File: config.mk
export PLATFORM = sky130hd
export DESIGN_NAME = cpu_control
export DESIGN_NICKNAME = d
export VERILOG_FILES = /design/src/rtl/cpu_pkg.sv /design/src/rtl/ex_mem_reg.sv /design/src/rtl/cpu_control.sv
export SDC_FILE = /design/constraint.sdc
export NUM_CORES = 1
export LEC_CHECK = 0
export ABC_CLOCK_PERIOD_IN_PS = 2650
export CORE_AREA = 2 2 119 121
export DETAILED_ROUTE_END_ITERATION = 8
export DIE_AREA = 0 0 121 123
export PLACE_DENSITY = 0.78
export SYNTH_ARGS = -nofsm -noshare
export SYNTH_HDL_FRONTEND = slang
export SYNTH_SLANG_ARGS = --single-unit
File: constraint.sdc
create_clock -name clk -period 2.65 [get_ports clk]
set_clock_uncertainty 0.05 [all_clocks]
set_input_delay 0.53 -clock clk [delete_from_list [all_inputs] [get_ports clk]]
set_output_delay 0.53 -clock clk [all_outputs]
set_load 0.05 [all_outputs]
File: src/rtl/cpu_pkg.sv
// Shared definitions for the LEGv8 pipeline control block: opcode patterns,
// instruction classes, ALU operation and forwarding-class encodings.
package cpu_pkg;

  localparam logic [10:0] OP_B      = 11'b00010100000;
  localparam logic [10:0] OP_BL     = 11'b10010100000;
  localparam logic [10:0] OP_BCOND  = 11'b01010100000;
  localparam logic [10:0] OP_CBZ    = 11'b10110100000;
  localparam logic [10:0] OP_ADDI   = 11'b10010001000;
  localparam logic [10:0] OP_ADDS   = 11'b10101011000;
  localparam logic [10:0] OP_SUBS   = 11'b11101011000;
  localparam logic [10:0] OP_AND    = 11'b10001010000;
  localparam logic [10:0] OP_EOR    = 11'b11001010000;
  localparam logic [10:0] OP_LSL    = 11'b11010011011;
  localparam logic [10:0] OP_LSR    = 11'b11010011010;
  localparam logic [10:0] OP_LDUR   = 11'b11111000010;
  localparam logic [10:0] OP_STUR   = 11'b11111000000;
  localparam logic [10:0] OP_BR     = 11'b11010110000;

  localparam logic [10:0] MASK_6    = 11'b11111100000;
  localparam logic [10:0] MASK_8    = 11'b11111111000;
  localparam logic [10:0] MASK_10   = 11'b11111111110;
  localparam logic [10:0] MASK_FULL = 11'b11111111111;

  localparam logic [2:0] ALU_PASSB = 3'b000;
  localparam logic [2:0] ALU_ADD   = 3'b010;
  localparam logic [2:0] ALU_SUB   = 3'b011;
  localparam logic [2:0] ALU_AND   = 3'b100;
  localparam logic [2:0] ALU_XOR   = 3'b110;

  localparam logic [1:0] FWD_NONE  = 2'b00;
  localparam logic [1:0] FWD_I     = 2'b10;
  localparam logic [1:0] FWD_R     = 2'b11;

  typedef enum logic [3:0] {
    InsNop, InsB, InsBl, InsBcond, InsCbz, InsAddi, InsAdds, InsSubs,
    InsAnd, InsEor, InsLsl, InsLsr, InsLdur, InsStur, InsBr
  } insn_e;

  typedef struct packed {
    logic       uncond_br;
    logic       branch;
    logic       reg2loc;
    logic       alu_src;
    logic       reg_write;
    logic       alu_sh;
    logic       imm;
    logic       mem_to_reg;
    logic       mem_write;
    logic       mem_read;
    logic       shift_dirn;
    logic       alu_on;
    logic       set_flags;
    logic       branch_reg;
    logic       branch_link;
    logic [1:0] fwd_en;
  } ctrl_t;

  function automatic logic op_match(input logic [10:0] op, input logic [10:0] pat,
                                    input logic [10:0] mask);
    return (op & mask) == (pat & mask);
  endfunction

endpackage

File: src/rtl/ex_mem_reg.sv
// EX/MEM pipeline register: loads every cycle, synchronous active-high reset.
// Optional control-bit squash enabled by CPU_CONTROL_FLUSH_EN.
module ex_mem_reg
  import cpu_pkg::*;
#(
  parameter int unsigned DATA_W = 64,
  parameter int unsigned REG_W  = 5
) (
  input  logic              clk_i,
  input  logic              rst_i,
`ifdef CPU_CONTROL_FLUSH_EN
  input  logic              flush_i,
`endif
  input  logic              mem_to_reg_i,
  input  logic              mem_write_i,
  input  logic              mem_read_i,
  input  logic              branch_link_i,
  input  logic              reg_write_i,
  input  logic [REG_W-1:0]  target_reg_i,
  input  logic [DATA_W-1:0] to_data_mem_i,
  input  logic [DATA_W-1:0] alu_b_i,
  output logic              mem_to_reg_o,
  output logic              mem_write_o,
  output logic              mem_read_o,
  output logic              branch_link_o,
  output logic              reg_write_o,
  output logic [REG_W-1:0]  target_reg_o,
  output logic [DATA_W-1:0] to_data_mem_o,
  output logic [DATA_W-1:0] alu_b_o
);

  logic [4:0]        ctrl_d, ctrl_q;
  logic [REG_W-1:0]  target_reg_q;
  logic [DATA_W-1:0] to_data_mem_q, alu_b_q;

  always_comb begin
    ctrl_d = {mem_to_reg_i, mem_write_i, mem_read_i, branch_link_i, reg_write_i};
`ifdef CPU_CONTROL_FLUSH_EN
    // A flushed instruction keeps its data but loses every side effect.
    if (flush_i) ctrl_d = '0;
`endif
  end

  always_ff @(posedge clk_i) begin
    if (rst_i) begin
      ctrl_q        <= '0;
      target_reg_q  <= '0;
      to_data_mem_q <= '0;
      alu_b_q       <= '0;
    end else begin
      ctrl_q        <= ctrl_d;
      target_reg_q  <= target_reg_i;
      to_data_mem_q <= to_data_mem_i;
      alu_b_q       <= alu_b_i;
    end
  end

  assign {mem_to_reg_o, mem_write_o, mem_read_o, branch_link_o, reg_write_o} = ctrl_q;
  assign target_reg_o  = target_reg_q;
  assign to_data_mem_o = to_data_mem_q;
  assign alu_b_o       = alu_b_q;

endmodule

File: src/rtl/cpu_control.sv
// LEGv8 5-stage pipeline control: ID-stage main/ALU decoders plus EX/MEM register.
// Optional flush_EX input enabled by CPU_CONTROL_FLUSH_EN.
module cpu_control
  import cpu_pkg::*;
#(
  parameter int unsigned DATA_W = 64,
  parameter int unsigned REG_W  = 5
) (
  input  logic              clk,
  input  logic              rst,
`ifdef CPU_CONTROL_FLUSH_EN
  input  logic              flush_EX,
`endif
  input  logic [10:0]       opcode,
  input  logic              sign,
  output logic              uncondBr,
  output logic              branch,
  output logic              Reg2Loc,
  output logic              ALU_Src,
  output logic              RegWrite,
  output logic              ALU_SH,
  output logic              Imm,
  output logic              memToReg,
  output logic              memWrite,
  output logic              memRead,
  output logic              shiftDirn,
  output logic              ALU_on,
  output logic              set_flags,
  output logic              branchReg,
  output logic              branchLink,
  output logic [1:0]        fwdEn,
  output logic [2:0]        ALU_cntrl,
  input  logic              memToReg_EX,
  input  logic              memWrite_EX,
  input  logic              memRead_EX,
  input  logic              branchLink_EX,
  input  logic              RegWrite_EX,
  input  logic [REG_W-1:0]  targetReg_EX,
  input  logic [DATA_W-1:0] toDataMem,
  input  logic [DATA_W-1:0] ALU_B,
  output logic              memToReg_MEM,
  output logic              memWrite_MEM,
  output logic              memRead_MEM,
  output logic              branchLink_MEM,
  output logic              RegWrite_MEM,
  output logic [REG_W-1:0]  targetReg_MEM,
  output logic [DATA_W-1:0] toDataMem_MEM,
  output logic [DATA_W-1:0] ALU_B_MEM
);

  insn_e      insn;
  ctrl_t      ctrl;
  logic [2:0] alu_op;

  // Patterns are disjoint, so the order of this chain does not matter.
  always_comb begin
    insn = InsNop;
    if      (op_match(opcode, OP_B,     MASK_6))    insn = InsB;
    else if (op_match(opcode, OP_BL,    MASK_6))    insn = InsBl;
    else if (op_match(opcode, OP_BCOND, MASK_8))    insn = InsBcond;
    else if (op_match(opcode, OP_CBZ,   MASK_8))    insn = InsCbz;
    else if (op_match(opcode, OP_ADDI,  MASK_10))   insn = InsAddi;
    else if (op_match(opcode, OP_ADDS,  MASK_FULL)) insn = InsAdds;
    else if (op_match(opcode, OP_SUBS,  MASK_FULL)) insn = InsSubs;
    else if (op_match(opcode, OP_AND,   MASK_FULL)) insn = InsAnd;
    else if (op_match(opcode, OP_EOR,   MASK_FULL)) insn = InsEor;
    else if (op_match(opcode, OP_LSL,   MASK_FULL)) insn = InsLsl;
    else if (op_match(opcode, OP_LSR,   MASK_FULL)) insn = InsLsr;
    else if (op_match(opcode, OP_LDUR,  MASK_FULL)) insn = InsLdur;
    else if (op_match(opcode, OP_STUR,  MASK_FULL)) insn = InsStur;
    else if (op_match(opcode, OP_BR,    MASK_FULL)) insn = InsBr;
  end

  always_comb begin
    ctrl = '0;
    if (!rst) begin
      unique case (insn)
        InsAdds, InsSubs, InsAnd, InsEor: begin
          ctrl.reg2loc   = 1'b1;
          ctrl.reg_write = 1'b1;
          ctrl.alu_on    = 1'b1;
          ctrl.fwd_en    = FWD_R;
          ctrl.set_flags = (insn == InsAdds) || (insn == InsSubs);
        end
        InsAddi: begin
          ctrl.alu_src   = 1'b1;
          ctrl.imm       = 1'b1;
          ctrl.reg_write = 1'b1;
          ctrl.alu_on    = 1'b1;
          ctrl.fwd_en    = FWD_I;
        end
        InsLsl, InsLsr: begin
          ctrl.alu_sh     = 1'b1;
          ctrl.reg_write  = 1'b1;
          ctrl.fwd_en     = FWD_I;
          ctrl.shift_dirn = (insn == InsLsr);
        end
        InsLdur: begin
          ctrl.alu_src    = 1'b1;
          ctrl.mem_read   = 1'b1;
          ctrl.mem_to_reg = 1'b1;
          ctrl.reg_write  = 1'b1;
          ctrl.alu_on     = 1'b1;
        end
        InsStur: begin
          ctrl.alu_src   = 1'b1;
          ctrl.mem_write = 1'b1;
          ctrl.alu_on    = 1'b1;
        end
        InsB: begin
          ctrl.branch    = 1'b1;
          ctrl.uncond_br = 1'b1;
        end
        InsBl: begin
          ctrl.branch      = 1'b1;
          ctrl.uncond_br   = 1'b1;
          ctrl.branch_link = 1'b1;
          ctrl.reg_write   = 1'b1;
          ctrl.alu_on      = 1'b1;
        end
        InsBcond: ctrl.branch = 1'b1;
        InsCbz: begin
          ctrl.branch = 1'b1;
          ctrl.alu_on = 1'b1;
        end
        InsBr: begin
          ctrl.branch     = 1'b1;
          ctrl.branch_reg = 1'b1;
        end
        default: ctrl = '0;
      endcase
    end
  end

  // Loads/stores subtract when the DAddr9 offset is negative.
  always_comb begin
    alu_op = ALU_PASSB;
    if (!rst) begin
      unique case (insn)
        InsAddi, InsAdds: alu_op = ALU_ADD;
        InsSubs:          alu_op = ALU_SUB;
        InsAnd:           alu_op = ALU_AND;
        InsEor:           alu_op = ALU_XOR;
        InsLdur, InsStur: alu_op = sign ? ALU_SUB : ALU_ADD;
        default:          alu_op = ALU_PASSB;
      endcase
    end
  end

  assign uncondBr   = ctrl.uncond_br;
  assign branch     = ctrl.branch;
  assign Reg2Loc    = ctrl.reg2loc;
  assign ALU_Src    = ctrl.alu_src;
  assign RegWrite   = ctrl.reg_write;
  assign ALU_SH     = ctrl.alu_sh;
  assign Imm        = ctrl.imm;
  assign memToReg   = ctrl.mem_to_reg;
  assign memWrite   = ctrl.mem_write;
  assign memRead    = ctrl.mem_read;
  assign shiftDirn  = ctrl.shift_dirn;
  assign ALU_on     = ctrl.alu_on;
  assign set_flags  = ctrl.set_flags;
  assign branchReg  = ctrl.branch_reg;
  assign branchLink = ctrl.branch_link;
  assign fwdEn      = ctrl.fwd_en;
  assign ALU_cntrl  = alu_op;

  ex_mem_reg #(
    .DATA_W (DATA_W),
    .REG_W  (REG_W)
  ) u_ex_mem_reg (
    .clk_i         (clk),
    .rst_i         (rst),
`ifdef CPU_CONTROL_FLUSH_EN
    .flush_i       (flush_EX),
`endif
    .mem_to_reg_i  (memToReg_EX),
    .mem_write_i   (memWrite_EX),
    .mem_read_i    (memRead_EX),
    .branch_link_i (branchLink_EX),
    .reg_write_i   (RegWrite_EX),
    .target_reg_i  (targetReg_EX),
    .to_data_mem_i (toDataMem),
    .alu_b_i       (ALU_B),
    .mem_to_reg_o  (memToReg_MEM),
    .mem_write_o   (memWrite_MEM),
    .mem_read_o    (memRead_MEM),
    .branch_link_o (branchLink_MEM),
    .reg_write_o   (RegWrite_MEM),
    .target_reg_o  (targetReg_MEM),
    .to_data_mem_o (toDataMem_MEM),
    .alu_b_o       (ALU_B_MEM)
  );

endmodule

Yosys cells after proc, flatten, opt, wreduce, memory -nomap -nowiden
Index checks and enable logic that the tools add are counted.
{"block": "op_classes", "n_reduce_logical": 11, "n_eq_ne": 28, "n_mux": 33}
{"cell": "equality test 11 bit, second input constant", "count": 9}
{"cell": "two-way mux 4 bit", "count": 14}
{"cell": "equality test 4 bit, second input constant", "count": 7}
{"cell": "OR reduction 9 bit", "count": 2}
{"cell": "two-way mux 17 bit", "count": 1}
{"cell": "equality test 4 x 3 -> 1 bit, second input constant", "count": 4}
{"cell": "two-way mux 1 bit", "count": 15}
{"cell": "one-hot mux 3 bit (5 select lines)", "count": 1}
{"cell": "equality test 10 bit, second input constant", "count": 1}
{"cell": "equality test 4 x 2 -> 1 bit, second input constant", "count": 2}
{"cell": "equality test 8 x 7 -> 1 bit, second input constant", "count": 1}
{"cell": "equality test 8 bit, second input constant", "count": 1}
{"cell": "OR reduction 2 bit", "count": 4}
{"cell": "equality test 6 x 3 -> 1 bit, second input constant", "count": 1}
{"cell": "equality test 6 bit, second input constant", "count": 1}
{"cell": "OR reduction 3 bit", "count": 2}
{"cell": "OR reduction 5 bit", "count": 1}
{"cell": "equality test 4 x 1 -> 1 bit, second input constant", "count": 1}
{"cell": "one-hot mux 2 bit (2 select lines)", "count": 1}
{"cell": "OR reduction 4 bit", "count": 1}
{"cell": "two-way mux 3 bit", "count": 1}
{"cell": "logical OR 1 bit", "count": 1}
{"block": "totals", "input_bits": 152, "elab_cells": 76, "ff_bits": 138}

Longest topological paths before layout
{"block": "logic_depth", "depth_word": 19, "mapped_depth": 7, "mapped_depth_nobuf": 6}

Cells and area by module
From an unflattened synthesis, not the netlist that was laid out.
{"block": "unflattened", "hier_cells": 377, "area_unflattened_um2": 4274.1}
{"module": "ex_mem_reg", "area_per_inst_um2": 3706.1, "n_inst": 1, "cells_per_inst": 291, "seq_area_each_um2": 2762.6}
{"module": "cpu_control", "area_per_inst_um2": 568.0, "n_inst": 1, "cells_per_inst": 86, "seq_area_each_um2": 0.0}

Least setup slack after synthesis
Ideal clock, no wire load.
{"block": "synth_path", "path_kind": "input -> output", "from": "input port opcode[3]", "to": "output port ALU_Src", "cell_stages": 3, "slack_ns": -1.016, "arrival_ns": 3.086, "required_ns": 2.070, "cell_sequence": "or3_1 -> nor4_1 -> o21bai_1"}
{"block": "synth_between", "elab_chain_len": 19}
{"item": "start, declared", "line": "cpu_control.sv:14", "text": "input logic [10:0] opcode,"}
{"item": "equality test 11 bit", "line": "cpu_pkg.sv:61", "text": "return (op & mask) == (pat & mask);"}
{"item": "two-way mux 4 bit", "line": "cpu_control.sv:71", "text": "else if (op_match(opcode, OP_BR, MASK_FULL)) insn = InsBr;"}
{"item": "two-way mux 4 bit", "line": "cpu_control.sv:70", "text": "else if (op_match(opcode, OP_STUR, MASK_FULL)) insn = InsStur;"}
{"item": "two-way mux 4 bit", "line": "cpu_control.sv:69", "text": "else if (op_match(opcode, OP_LDUR, MASK_FULL)) insn = InsLdur;"}
{"item": "two-way mux 4 bit", "line": "cpu_control.sv:68", "text": "else if (op_match(opcode, OP_LSR, MASK_FULL)) insn = InsLsr;"}
{"item": "two-way mux 4 bit", "line": "cpu_control.sv:67", "text": "else if (op_match(opcode, OP_LSL, MASK_FULL)) insn = InsLsl;"}
{"item": "two-way mux 4 bit", "line": "cpu_control.sv:66", "text": "else if (op_match(opcode, OP_EOR, MASK_FULL)) insn = InsEor;"}
{"item": "two-way mux 4 bit", "line": "cpu_control.sv:65", "text": "else if (op_match(opcode, OP_AND, MASK_FULL)) insn = InsAnd;"}
{"item": "[... 3 more ...]"}
{"item": "two-way mux 4 bit", "line": "cpu_control.sv:61", "text": "else if (op_match(opcode, OP_CBZ, MASK_8)) insn = InsCbz;"}
{"item": "two-way mux 4 bit *", "line": "cpu_control.sv:60", "text": "else if (op_match(opcode, OP_BCOND, MASK_8)) insn = InsBcond;"}
{"item": "two-way mux 4 bit *", "line": "cpu_control.sv:59", "text": "else if (op_match(opcode, OP_BL, MASK_6)) insn = InsBl;"}
{"item": "two-way mux 4 bit *", "line": "cpu_control.sv:58", "text": "if (op_match(opcode, OP_B, MASK_6)) insn = InsB;"}
{"item": "equality test 4 bit / equality test 4 x 3 -> 1 bit (equally long branches)", "line": "cpu_control.sv:77", "text": "unique case (insn)"}
{"item": "OR reduction 3 bit (no line) *"}
{"item": "two-way mux 1 bit *", "line": "cpu_control.sv:77"}
{"item": "two-way mux 17 bit *", "line": "cpu_control.sv:76", "text": "if (!rst) begin"}
{"item": "end, declared", "line": "cpu_control.sv:19", "text": "output logic ALU_Src,"}
Every way passes the cells marked *; elsewhere a longest branch is shown, timed or not.

Worst setup path after layout
{"block": "layout_path", "from": "input port opcode[3]", "to": "output port branchLink"}
{"block": "layout_between", "elab_chain_len": 18}
{"item": "equality test 11 bit", "line": "cpu_pkg.sv:61"}
{"item": "two-way mux 4 bit", "line": "cpu_control.sv:71"}
{"item": "two-way mux 4 bit", "line": "cpu_control.sv:70"}
{"item": "two-way mux 4 bit", "line": "cpu_control.sv:69"}
{"item": "two-way mux 4 bit", "line": "cpu_control.sv:68"}
{"item": "two-way mux 4 bit", "line": "cpu_control.sv:67"}
{"item": "two-way mux 4 bit", "line": "cpu_control.sv:66"}
{"item": "two-way mux 4 bit", "line": "cpu_control.sv:65"}
{"item": "[... 2 more ...]"}
{"item": "two-way mux 4 bit", "line": "cpu_control.sv:62", "text": "else if (op_match(opcode, OP_ADDI, MASK_10)) insn = InsAddi;"}
{"item": "two-way mux 4 bit", "line": "cpu_control.sv:61"}
{"item": "two-way mux 4 bit *", "line": "cpu_control.sv:60"}
{"item": "two-way mux 4 bit *", "line": "cpu_control.sv:59"}
{"item": "two-way mux 4 bit *", "line": "cpu_control.sv:58"}
{"item": "equality test 4 x 2 -> 1 bit *", "line": "cpu_control.sv:77"}
{"item": "two-way mux 1 bit *", "line": "cpu_control.sv:77"}
{"item": "two-way mux 17 bit *", "line": "cpu_control.sv:76"}
{"item": "end, declared", "line": "cpu_control.sv:30", "text": "output logic branchLink,"}
Marks and branches as above.

==> summary.txt <==
Setup path
  – Crit start category: input pin
  – Worst-path maximum fanout: 4
  – WS Path Type: input pin to output pin
  – Worst Path Required: 2070 ps
  – Endpoint class of the critical path: output pin
  – Arr. time, crit path: 2310 ps
  – Origin of the worst setup path: opcode[3]

Die
  – Die H: 123 um
  – Rows: 43
  – Initial Utilization: 0.3120
  – Die Area: 14,880 um2
  – Die W: 121 um
  – Core area: 13,610 um2
  – I/O pin total: 310

Timing
  – Hold Slack: 458.2 ps
  – Final hold viol count: 0
  – Final WS setup: -244.8 ps
  – Unrepaired setup endpoints after global routing: true
  – Slew @ Worst Pin: 680.4 ps
  – Minimum clock period: 2895 ps
  – Max Clk Rate: 0.3454 GHz
  – Rel. slew slack: 0.5464
  – Max Slew Vio Count: 0
  – Final setup violating endpoints: 7
  – Final period utilization: 1.092

Logic synthesis
  – Syn nets: 527
  – FF+latch count, synth: 138
  – Avg Cell Area, Syn: 11.32 um2
  – Most numerous cell in the Yosys netlist: nor2b_1
  – Post-synth design cell area: 4247 um2
  – EDFF count, synth: 0
  – Post-synth cell types: 41
  – Top cell type's share of synthesized area: 0.6506
  – Mapped Cells: 375
  – Primary FF master, synth: dfxtp_1
  – Area leader, netlist: dfxtp_1
  – Area contributors post-synth: dfxtp_1 65%, nor2b_1 21%, clkbuf_1 1.3%
  – Post-synth top cells: 142 x nor2b_1, 138 x dfxtp_1, 15 x clkbuf_1, 14 x nor2_1, 9 x nand2_1
  – Async SR Flop Fraction: 0
  – Synthesis Warnings: 0
  – Post-synthesis sequential area ratio: 0.6506

Cells and area
  – Share of the core filled with cells in the final layout: 0.6556
  – NumNets Final: 886
  – Layout cells sized above 1: 0.2169
  – Layout Cells excl Fill: 928
  – Area growth, synth to finish: 110.1%

Power
  – Power Dens Cells: 633.0 nW/um2
  – Lkg Pwr: 3.524 nW
  – Final Power: 5.649 mW
  – VDD IR-drop max: 0.0003993 V

Global routing
  – Vias in the first global route: 4,101
  – Global-route wire length before repair: 20.80 mm
  – Congestion Overflow GR: 0
  – Pin count of the biggest net entering global routing: 72
  – Antenna violations before repair: 1
  – Gr usage total: 0.1844

Place
  – DP HPWL: 10.75 mm
  – Placed Instances: 883
  – GPL Wtd Cong: 0.9570
  – Dpl ws: -776.2 ps
  – Number of port buffers: 309

Routing
  – Vias: 3,967
  – Via density: 4.275
  – Starting DRC count in detailed routing: 180
  – Routed Antenna Nets: 0
  – WL/cell: 15.47 um
  – DRC: 0
  – WL final: 14.35 mm
  – First-pass iteration count of the detailed router: 4

CTS
  – Bufs on Longest Clock Path: 2
  – CTS Buf Count: 17
  – Clk sinks: 138
  – # H-tree levels: 4
  – CTS root buffer: clkbuf_16
  – Reg clk slew, reported paths: 70 ps
  – CTS tree: done

Worst hold path
  – HP Start: rst
  – Hold crit path type: input pin to register

Outcome
  – Status: complete, but fails checks
  – Failing checks: setup timing

Run
  – MaxCap Viol Count: 0
## placed cells by master (no fill, tap or decap), drive strengths merged, types with 2 or more instances in the layout
master / count
nand3: 2
nor4b: 3
nand4: 2
or2: 2
dfxtp: 138
nand4b: 3
bufinv: 2
nor3: 2
nor2b: 142
nor2: 14
or3b: 2
nor4: 4
nand3b: 2
nand2: 9
nand2b: 2
inv: 7
buf: 86
a21oi: 3
o31ai: 2
clkdlybuf4s50: 277
clkinv: 6
or3: 2
clkbuf: 18
## cell type report
cell class | count | area (um2)
clock buffers | 18 | 439.2
repair buffers | 363 | 3701
well taps | 180 | 225.2
fillers | 970 | 4688
flip-flops and latches | 138 | 2763
diodes | 1 | 2.502
multi-input cells | 212 | 1624
clock inverters | 14 | 161.4
inverters | 2 | 7.507
## state kept, by name, indices dropped and copies added (netlist names)
register                    flops
u_ex_mem_reg.alu_b_o           64
u_ex_mem_reg.to_data_mem_o     64
u_ex_mem_reg.ctrl_q             5
u_ex_mem_reg.target_reg_o       5
## path summary, 6_finish.rpt
| kind | to | slack, ps | cells after the start |
|---|---|---|---|
| max | branchLink | -240 | 9 |
| min | u_ex_mem_reg.alu_b_o[7] | 460 | 2 |
## through the flow
stage / cell area [um2] / setup TNS (ps)
4_1_cts: 8846 / -1228
3_5_place_dp: 8084 / -8718
2_1_floorplan: 4408 / -726.3
5_1_grt: 8924 / -1572
3_3_place_gp: 8084 / -7230
6_report: 8924 / -1092
## where the power goes
part	switching [mW]	internal [mW]	total (mW)
logic	0.586	0.473	1.06
registers	0.0289	2.19	2.22
clock network	0.939	1.43	2.37
## cells by family (layout without fill, tap and decap cells)
logic type                Yosys count  after routing  share of synthesized area
and+or+nand+nor                   197            197                     0.2887
DFF                               138            138                     0.6506
buffers and inverters              25            397                    0.03241
AOI/OAI and AO/OA                  14             14                    0.02622
xor gates and xnor gates            1              1                   0.002063
other                               0              1                          0
## critical path: stages
cell and delay (ps):
buf_6 100, or3_4 380, or3_4 350, a21oi_4 140, and3b_4 240, nand2b_4 170
buf_4 150, nor2_4 110, buf_12 150
## per-layer routing
metal	global-route usage	up-vias	routed length, um
li1	-	1920	-
met1	0.1802	1760	5003
met2	0.3100	243	7173
met3	0.08948	44	1622
met5	0	-	0
met4	0.1228	0	552
## repair_timing
action                                  CTS  global route
endpoints found under the setup margin   20            14
pin swaps                                18            10
setup buffers                             8             4
hold buffers                              0             0
resized for setup                        76            13
endpoints found under the hold margin     0             0
Power figures use the tool's default switching activity.
==> edit, RTL diff (same flow settings) <==
`REG_W` is set to 5 in 2 places; all go to 7.
--- a/src/rtl/ex_mem_reg.sv
+++ b/src/rtl/ex_mem_reg.sv
@@ -5,5 +5,5 @@
 #(
   parameter int unsigned DATA_W = 64,
-  parameter int unsigned REG_W  = 5
+  parameter int unsigned REG_W  = 7
 ) (
   input  logic              clk_i,
--- a/src/rtl/cpu_control.sv
+++ b/src/rtl/cpu_control.sv
@@ -5,5 +5,5 @@
 #(
   parameter int unsigned DATA_W = 64,
-  parameter int unsigned REG_W  = 5
+  parameter int unsigned REG_W  = 7
 ) (
   input  logic              clk,
Ports: changed (resized targetReg_EX and targetReg_MEM); port bits go from 310 to 314. No check against the original RTL was run, so the function may have changed too.
==> edit against the original RTL <==
The flow still finishes with violations (setup timing). Design area grew 3.2%. Area after synthesis grew 2.8%. Total power grew 1.4%. Routed wire length grew 4.6%. Sequential cell count grew 2. Critical path depth shrank 1. Worst setup slack lost 200 ps. Largest cell class unchanged. Highest routed layer is now met5.
==> edit: results (changes against the original RTL) <==
[sta]
setup_violations=19  ; was 7
setup_ws_ps=-448  ; was -245 ps
drv_slew=0  ; unchanged
tightest_slew_ps=576  ; was 680 ps

[drt]
vias_per_cell=4.36  ; was 4.27
drt_iter0_drc=114  ; was 180
avgRoutedWirePerCell_um=15.8  ; was 15.5 um

[logic_synthesis]
yosysSeqAreaShare=0.642  ; was 0.651
synth_common_cells=142 x nor2b_1, 140 x dfxtp_1, 16 x clkbuf_1  ; was 142 x nor2b_1, 138 x dfxtp_1, 15 x clkbuf_1
synth_cell_types=45  ; was 41
synthTopCellsByArea=dfxtp_1 64%, nor2b_1 20%, clkbuf_1 1.4%  ; was dfxtp_1 65%, nor2b_1 21%, clkbuf_1 1.3%
synth_nets=537  ; was 527

[power]
p_sw_uw=1510  ; was 1550 uW
p_leak_uw=0.00363  ; was 0.00352 uW
peakVddDrop_mv=0.395  ; was 0.399 mV

[worst_setup_path]
cp.arrival_ps=2520  ; was 2310 ps
crit_fanout=5  ; was 4

[status]
status=finished with violations  ; unchanged
violations=setup timing  ; unchanged

[layout]
layout-drive-gt1-share=0.225  ; was 0.217
diodes=0  ; was 1
final_nets=910  ; was 886

[global_routing]
antenna_found_initial=2  ; was 1
grt_pass1_wl_um=22000  ; was 20800 um
grt_usage=0.195  ; was 0.184
grt_max_degree=50  ; was 72
grt_pass1_vias=4199  ; was 4101

[place]
post_dp_cell_area_um2=8330  ; was 8080 um^2
dpl.hpwl_um=11700  ; was 10700 um
port_buffers=313  ; was 309
gp_congestion=0.891  ; was 0.957

## edit: path summary, 6_finish.rpt
check | from | endpoint | depth (start not counted)
worst max-delay path | opcode[0] | RegWrite | 8
worst min-delay path | ALU_B[20] | u_ex_mem_reg.alu_b_o[20]$_SDFF_PP0_ | 2
## edit: worst max-delay path, cell delays in order
cell,delay (ps)
buf_6,100
or4b_4,540
a211oi_4,320
nor3_4,80
nor4b_4,140
or3_1,320
a211o_4,330
buf_8,150
## edit: timing repair
action	CTS	global route
hold buffers	0	0
setup buffers	10	4
pin swaps	26	12
endpoints found under the hold margin	0	0
endpoints found under the setup margin	20	19
resized for setup	91	9
## edit: logic make-up (layout without fill, tap and decap cells)
family / Yosys count / after routing / share of synthesized area
DFF: 140 / 140 / 0.642
buffers and inverters: 23 / 409 / 0.0252
and+or+nand+nor: 200 / 200 / 0.294
AOI/OAI and AO/OA: 19 / 19 / 0.0364
xor gates and xnor gates: 1 / 1 / 0.00201
## edit: final cells by class
cell class,count,area [um^2]
clock buffers,20,447
repair buffers,375,3840
inverters,2,7.51
fillers,996,4410
flip-flops and latches,140,2800
clock inverters,12,160
well taps,180,225
multi-input cells,220,1730
## edit: power groups by stage
stage               Combinational, uW  Sequential, uW  Clock [uW]
floorplan                         144            2700           0
global placement                 1050            2290           0
global route                     1130            2260        2560
CTS                              1080            2250        2470
detailed placement               1060            2300           0
finish                           1080            2250        2400
## edit: per-layer routing
metal	share of wire	vias to the layer above	track usage
li1	-	1974	-
met1	0.37	1928	0.209
met2	0.51	209	0.337
met3	0.10	19	0.0881
met4	0.014	4	0.0785
met5	0.0018	-	0
## edit: per-stage QoR
step	worst slack (ps)	instances
after global routing	-493	949
final	-448	949
after global placement	-856	906
after detailed placement	-861	906
after floorplan	-530	383
after CTS	-462	946
